$ cat config.mk
export PLATFORM = sky130hd
export DESIGN_NAME = regfile_nrp
export DESIGN_NICKNAME = d
export VERILOG_FILES = /design/src/rtl/regfile_nrp.sv
export SDC_FILE = /design/constraint.sdc
export NUM_CORES = 1
export LEC_CHECK = 0
export CAP_MARGIN = 25
export CELL_PAD_IN_SITES_DETAIL_PLACEMENT = 1
export CELL_PAD_IN_SITES_GLOBAL_PLACEMENT = 2
export CORE_UTILIZATION = 35
export DETAILED_ROUTE_END_ITERATION = 12
export PLACE_DENSITY = 0.65
export SYNTH_ARGS = -nofsm -noshare
export SYNTH_HDL_FRONTEND = slang
export SYNTH_SLANG_ARGS = --single-unit
$ cat constraint.sdc
create_clock -name clk -period 6.2 [get_ports clk]
set_clock_uncertainty 0.1 [all_clocks]
set_input_delay 1.24 -clock clk [delete_from_list [all_inputs] [get_ports clk]]
set_output_delay 1.24 -clock clk [all_outputs]
set_load 0.05 [all_outputs]
$ cat src/rtl/regfile_nrp.sv
// regfile_nrp -- parametrised register bank, one write port, two registered
// read ports with write-first bypass, and a hardware bulk-clear sequencer.
//
// Ports:
//   clk      system clock, all state updates on the rising edge
//   clr      asynchronous active-high reset (clears array, outputs, FSM)
//   wen      write enable (honoured only while idle)
//   wsel     write address; addresses >= DEPTH are dropped
//   d        write data
//   rsel0/1  read addresses; addresses >= DEPTH read as zero
//   q0/q1    registered read data, one cycle after the address
//   clr_req  single-cycle pulse that starts a bulk clear
//   busy     high while the bulk clear runs (exactly DEPTH cycles)
//
// Build option: define REGFILE_NRP_ZERO_REG_EN to hardwire register 0 to
// zero (writes to it dropped, reads of it return 0 even on bypass).

module regfile_nrp #(
    parameter  int WIDTH = 8,
    parameter  int DEPTH = 8,
    localparam int AW    = $clog2(DEPTH)
) (
    input  logic             clk,
    input  logic             clr,
    input  logic             wen,
    input  logic [AW-1:0]    wsel,
    input  logic [WIDTH-1:0] d,
    input  logic [AW-1:0]    rsel0,
    input  logic [AW-1:0]    rsel1,
    output logic [WIDTH-1:0] q0,
    output logic [WIDTH-1:0] q1,
    input  logic             clr_req,
    output logic             busy
);

`ifdef REGFILE_NRP_ZERO_REG_EN
    localparam bit zero_reg_en = 1'b1;
`else
    localparam bit zero_reg_en = 1'b0;
`endif

    typedef enum logic {
        IDLE  = 1'b0,
        CLEAR = 1'b1
    } state_e;

    state_e           state_q, state_d;
    logic [AW-1:0]    ptr_q, ptr_d;
    logic [WIDTH-1:0] mem_q [DEPTH];
    logic [WIDTH-1:0] mem_d [DEPTH];
    logic [WIDTH-1:0] q_q [2];
    logic [WIDTH-1:0] q_d [2];
    logic [AW-1:0]    rsel [2];
    logic             last;
    logic             wr_en;

    // Address is backed by a real register (DEPTH need not be a power of 2).
    function automatic logic in_range(input logic [AW-1:0] a);
        return 32'(a) < 32'(DEPTH);
    endfunction

    // Address 0 is the hardwired-zero register when that option is built in.
    function automatic logic zero_addr(input logic [AW-1:0] a);
        return zero_reg_en && (a == '0);
    endfunction

    assign rsel[0] = rsel0;
    assign rsel[1] = rsel1;
    assign q0      = q_q[0];
    assign q1      = q_q[1];

    assign last  = (ptr_q == AW'(DEPTH - 1));
    assign wr_en = !busy && wen && in_range(wsel) && !zero_addr(wsel);

    // ---------------- FSM: state register ----------------
    // NOTE: sequential state uses non-blocking assignments so every flop
    // samples pre-edge values regardless of process ordering.
    always_ff @(posedge clk or posedge clr) begin
        if (clr) state_q <= IDLE;
        else     state_q <= state_d;
    end

    // ---------------- FSM: next state ----------------
    // clr_req is only looked at in IDLE, so a request mid-clear cannot restart it.
    always_comb begin
        state_d = state_q;
        case (state_q)
            IDLE:    if (clr_req) state_d = CLEAR;
            CLEAR:   if (last)    state_d = IDLE;
            default:              state_d = IDLE;
        endcase
    end

    // ---------------- FSM: outputs ----------------
    always_comb begin
        busy = 1'b0;
        case (state_q)
            CLEAR:   busy = 1'b1;
            default: busy = 1'b0;
        endcase
    end

    // ---------------- Array and pointer next-state ----------------
    // NOTE: every signal written here gets a default first, so no path can
    // leave it unassigned and infer a latch.
    always_comb begin
        mem_d = mem_q;
        ptr_d = '0;
        if (busy) begin
            mem_d[ptr_q] = '0;
            ptr_d        = last ? '0 : ptr_q + AW'(1);
        end else if (wr_en) begin
            // A write in the same cycle as clr_req still lands; the sweep
            // that follows clears it.
            mem_d[wsel] = d;
        end
    end

    // ---------------- Read ports ----------------
    // Bypass is write-first and only exists while idle (wr_en is low in
    // CLEAR), so a register being swept still reads its old value.
    always_comb begin
        for (int p = 0; p < 2; p++) begin
            q_d[p] = '0;
            if (in_range(rsel[p]) && !zero_addr(rsel[p])) begin
                if (wr_en && (wsel == rsel[p])) q_d[p] = d;
                else                            q_d[p] = mem_q[rsel[p]];
            end
        end
    end

    // NOTE: the array is reset because clr must zero every register at once;
    // this keeps it in flops rather than a RAM macro, which is intended here.
    always_ff @(posedge clk or posedge clr) begin
        if (clr) begin
            ptr_q <= '0;
            q_q   <= '{default: '0};
            for (int i = 0; i < DEPTH; i++) mem_q[i] <= '0;
        end else begin
            ptr_q <= ptr_d;
            q_q   <= q_d;
            mem_q <= mem_d;
        end
    end

endmodule

==> metrics.txt <==
DR pass1 iterations=4; Core Area=0.0122 mm^2; Final setup viols=0; CP cell instances=clkdlybuf4s50_1 > buf_16 > mux4_1 > mux2_2 > mux2_2; clock sinks=84; worst-skew pair later-pin latency=0.35 ns; antenna fix cells=0; DRC viols=0; Synth cell types=36; Total GRT Usage=0.209; delay-heaviest family, CP=multiplexers; vias per cell=about 5.8; Crit path top cell by count=mux2_2; Max H-tree Level=3; Cell Area, Synth=roughly 0.0044 mm^2; Setup Buffers After CTS=0; CTS tree=built; Worst Hold Class=flip-flop to flip-flop; Setup crit end kind=flip-flop; Die Width=114 um; final hold viol count=0; IO Count=38; Resize count post-CTS=0; min Tclk post-route=3.24 ns; DRT antenna net count=0; most common cell after layout, fill and taps aside=dfrtp_1; WP buf/inv=2; nets=347; antenna violations before repair=0; critical path class=input port to flip-flop; top_reg_cell synth=dfrtp_1; ratio of cells with drive above 1 in the final layout=0.210; PD cells=377 mW/mm^2; most frequent cells in the layout=dfrtp_1, a22o_1, clkdlybuf4s50_1, mux4_1, mux2_2; Post-synth EDFFs=0; Starting Density=0.364; Routed WL=12400 um; yosys warns=0; Max rail drop VDD=0.174 mV; port bufs=37; Setup TNS Final=0 ns; slowest CP cell=clkdlybuf4s50_1; Clk pin slew, worst setup/hold paths=0.07 ns; hpwl dp=7920 um; f_max=0.309 GHz; count of pins over their slew limit=0; critical path data required time=6.33 ns; vias in the first global route=approximately 3100; row count=40; Seq/Total Area, Yosys=0.475; hold buffers post-CTS=0; DR iter-0 viols=173; largest net degree at the start of global routing=53; Layout area overhead=18.6%; status=finished, final reports clean; cts bufs inserted=9; Filler Cells Inserted=1246; Clock Path Buffers=2; Worst Tran Pin Value=1.11 ns; max-cap violation count=0; Die Span Y=114 um; vias post-DR=2895; Root Driver=clkbuf_16; global route total overflow=0; LEAKAGE=2.47 nW; Async SR Flop Fraction=1.00; relative slew slack=0.261; Data arrival, critical path=3.36 ns; Synth Register Bits=84; startpoint types=input port; mean routed wirelength per cell=25.0 um; final critical-path share of the clock period=0.522; Hold Slack=0.413 ns; CP max FO=12; first-pass GRT wire length=between 15000 and 20000 um; Synth Area per Inst=15.5 um^2; max incr delay on CP=0.79 ns; Syn Inst Count=about 290; routability congestion estimate=approximately 0.75; area of the die=0.0131 mm^2; Synthesized Nets=approximately 310; RSZ-0062 raised after global routing=no
[synth_stat cells (2+ instances only)]
library cell / instances / area (um^2)
a21oi_1: 6 / 30.0
ha_1: 2 / 25.0
and2_1: 2 / 12.5
nor2_1: 9 / 33.8
mux2_4: 6 / 90.1
inv_1: 3 / 11.3
nor4bb_1: 2 / 20.0
buf_2: 2 / 10.0
and4b_1: 3 / 30.0
nand2_1: 2 / 7.51
mux2_2: 26 / 293
mux4_1: 26 / 683
mux4_2: 6 / 135
nor2b_1: 2 / 12.5
nand2b_1: 2 / 12.5
buf_12: 2 / 40.0
buf_8: 4 / 60.1
buf_4: 3 / 22.5
dfrtp_1: 84 / 2100
a22o_1: 64 / 561
a32oi_1: 2 / 17.5
buf_6: 3 / 33.8
nor3b_1: 2 / 15.0
buf_1: 6 / 22.5
xnor2_1: 6 / 52.6
[through the flow]
stage	total power [mW]	util	std cells	cell area (um^2)	setup WS (ns)
CTS	1.99	0.427	494	5190	2.59
finish	1.98	0.431	497	5250	2.96
floorplan	1.23	-	286	4420	2.69
global route	2.08	0.431	497	5250	2.90
detailed placement	1.45	0.403	478	4900	2.23
global placement	1.42	0.398	474	4840	2.23
[kinds of logic (layout without fill, tap and decap cells)]
group / after synthesis / after routing / synth area share
muxes: 65 / 65 / 0.274
buffers and inverters: 24 / 67 / 0.0461
adders and majority gates: 2 / 2 / 0.00566
DFF: 84 / 84 / 0.475
xor gates and xnor gates: 6 / 6 / 0.0119
AOI/OAI and AO/OA: 72 / 72 / 0.137
and+or+nand+nor: 33 / 33 / 0.0498
[area by class of cell]
type	instances	area, um^2	area share
Multi-Input combinational cell	178	2120	0.404
Sequential cell	84	2100	0.401
Timing Repair Buffer	48	513	0.0978
Clock buffer	10	239	0.0456
Tap cell	168	210	0.0401
Clock inverter	6	52.6	0.0100
Inverter	3	12.5	0.00238
[metal layers]
layer	vias to the layer above	part of all wire	wire length, um	global-route usage
met4	0	0.0072	89	0.0407
li1	1250	-	-	-
met1	1570	0.44	5460	0.268
met2	66	0.51	6390	0.363
met5	-	0	0	0
met3	9	0.041	508	0.0476
[sequential cells by signal, indices dropped and copies added, names as in the netlist]
name     cells
state_q      1
ptr_q        3
q1           8
mem_q       64
q0           8
[final timing paths]
check	startpoint	endpoint	slack [ns]	cells past startpoint
worst min register to register	mem_q[42]$_DFFE_PP0P_	mem_q[42]$_DFFE_PP0P_	0.41	1
min in group asynchronous	clr	mem_q[24]$_DFFE_PP0P_	1.05	2
worst max register to register	state_q$_DFF_PP0_	mem_q[23]$_DFFE_PP0P_	3.90	3
max in group asynchronous	clr	mem_q[39]$_DFFE_PP0P_	3.93	4
worst min-delay path	mem_q[42]$_DFFE_PP0P_	mem_q[42]$_DFFE_PP0P_	0.41	1
worst max-delay path	rsel1[0]	q1[7]$_DFF_PP0_	2.96	5
[report_power, final]
part | internal (mW) | switching, mW | total (mW)
registers | 0.687 | 0.119 | 0.806
clock network | 0.290 | 0.244 | 0.534
logic | 0.307 | 0.329 | 0.637
(Power assumes the default switching activity.)
==> edit: new RTL, config.mk and constraints unchanged <==
The option `REGFILE_NRP_ZERO_REG_EN` is turned on by a define.
--- a/src/rtl/regfile_nrp.sv
+++ b/src/rtl/regfile_nrp.sv
@@ -14,6 +14,8 @@
 //
 // Build option: define REGFILE_NRP_ZERO_REG_EN to hardwire register 0 to
 // zero (writes to it dropped, reads of it return 0 even on bypass).
+
+`define REGFILE_NRP_ZERO_REG_EN
 
 module regfile_nrp #(
     parameter  int WIDTH = 8,
Behaviour: not the same (Yosys sat finds a counterexample within 4 cycles, from zero or initial values).
==> edit against the original RTL <==
  * Global-route usage grew 0.61 points
  * Final cell count shrank 4.0%
  * Area after synthesis shrank 2.5%
  * Sequential cell count is the same
  * Synthesized cell count grew 4.9%
  * Worst setup slack lost 270 ps
  * Routed wire length grew 0.70%
  * Design area shrank 3.4%
  * Sequential share of layout area grew 1.4 points
  * Die area shrank 2.5%
  * Total power grew 2.6%
  * Critical path type unchanged
  * Critical endpoint is now q0[7]
==> edit: results (changes against the original RTL) <==
stage,metric,value,unit,change
status,status,completed,,unchanged
power_and_ir_drop,p_leak,2.29,nW,was 2.47 nW
global_routing,grt_pass1_vias,2997,,was 3057
power_and_ir_drop,irDropWorstVdd,0.248,mV,was 0.174 mV
clock_tree,post_cts_buffers,0,,unchanged
synth,synth_common_cells,"84 x dfrtp_1, 56 x a22o_1, 32 x mux4_2",,"was 84 x dfrtp_1, 64 x a22o_1, 26 x mux2_2, 26 x mux4_1, 9 x nor2_1"
placed_design,hpwl,8330,µm,was 7920 µm
global_routing,grt_max_degree,62,,was 53
drt,viasPerCell,6.00,,was 5.82
layout,nNetsFinal,350,,was 347
critical_path,cp_max_fo,18,,was 12
synth,synth_top_cell_area_share,0.488,,was 0.475
layout,largest_register,mem_q,,unchanged
min_path,hold_start,mem_q[58],,was mem_q[42]
synth,syn-num-nets,323,,was 309
critical_path,timing.rr.start,state_q,,unchanged
synth,seq_area_frac_synth,0.488,,was 0.475
global_routing,grt_pass1_wl,19400,µm,was 19300 µm
layout,drive_gt1_frac,0.203,,was 0.210
drt,drt_iter0_markers,225,,was 173
synth,ys_warn_count,0,,unchanged
layout,largest_reg_flops,64,,unchanged
timing,worst_slew_pin_slew,1070,ps,was 1110 ps
placed_design,io_buffers,37,,unchanged
clock_tree,cts_max_level,3,,unchanged
clock_tree,cts_resized,0,,unchanged
clock_tree,cts_buffer_depth,2,,unchanged
clock_tree,cts.clk_slew.worst_paths,60,ps,
critical_path,crit_arrival,3640,ps,was 3360 ps
placed_design,dp_slack,2300,ps,was 2230 ps
global_routing,track_usage,0.215,,was 0.209
placed_design,gp_congestion,0.760,,was 0.748
critical_path,cp-startpoint,rsel0[2],,was rsel1[0]
synth,synth_area_leaders,"dfrtp_1 49%, mux4_2 17%, a22o_1 11%",,"was dfrtp_1 48%, mux4_1 15%, a22o_1 13%"
drt,wl_per_cell,26.3,µm,was 25.0 µm
## edit: cell types whose count changed after synthesis, sizes merged, moves of 7 or more
cell	delta
mux2	-32
o211a	+16
o21ai	+16
mux2i	+15
a22o	-8
buf	+7
## edit: final timing paths
check,to,slack [ps],depth (start not counted)
max in group asynchronous,mem_q[60],3770,3
min,mem_q[58],410,1
max reg2reg,mem_q[28],3700,4
min reg2reg,mem_q[58],410,1
max,q0[7],2690,5
min in group asynchronous,mem_q[58],1100,2
## edit: cell type report
class | instances | area (µm²)
fillers | 1230 | 6950
flip-flops and latches | 84 | 2100
multi-input cells | 186 | 2030
repair buffers | 44 | 423
clock buffers | 10 | 239
well taps | 147 | 184
clock inverters | 4 | 75.1
inverters | 2 | 8.76
## edit: stage by stage
step                power, mW  std cells  hold WS (ps)  area, µm²   util
floorplan                1.24        300           369       4310      -
global placement         1.44        460           384       4730  0.394
detailed placement       1.46        462           394       4740  0.395
CTS                      2.05        476           411       5060  0.421
global route             2.13        477           426       5070  0.422
finish                   2.03        477           410       5070  0.422
## edit: worst max-delay path, cell delays in order
cell	delay (ps)
clkdlybuf4s50_1	1180
xnor2_1	200
nand3_1	310
or2_1	430
o211a_1	270
## edit: routing by layer
layer  part of all wire  up-vias  global-route usage
met4              0.015        0              0.0702
met3              0.046       10              0.0407
met2               0.49       70               0.336
li1                   -     1246                   -
met1               0.45     1537               0.304
met5                  0        -                   0
## edit: power breakdown
group	internal, mW	total [mW]	switching (mW)
clock network	0.359	0.578	0.219
registers	0.684	0.813	0.129
logic	0.290	0.638	0.348
## edit: cells by family (layout without fill, tap and decap cells)
| group | after synthesis | in the layout | synth area share |
|---|---|---|---|
| adder cells (fa/ha/maj) | 2 | 2 | 0.00580 |
| flip-flops | 84 | 84 | 0.488 |
| multiplexers | 48 | 48 | 0.204 |
| XOR/XNOR | 6 | 6 | 0.0122 |
| AO/OA/AOI/OAI | 97 | 97 | 0.192 |
| AND/OR/NAND/NOR | 33 | 33 | 0.0581 |
| buffers and inverters | 30 | 60 | 0.0403 |
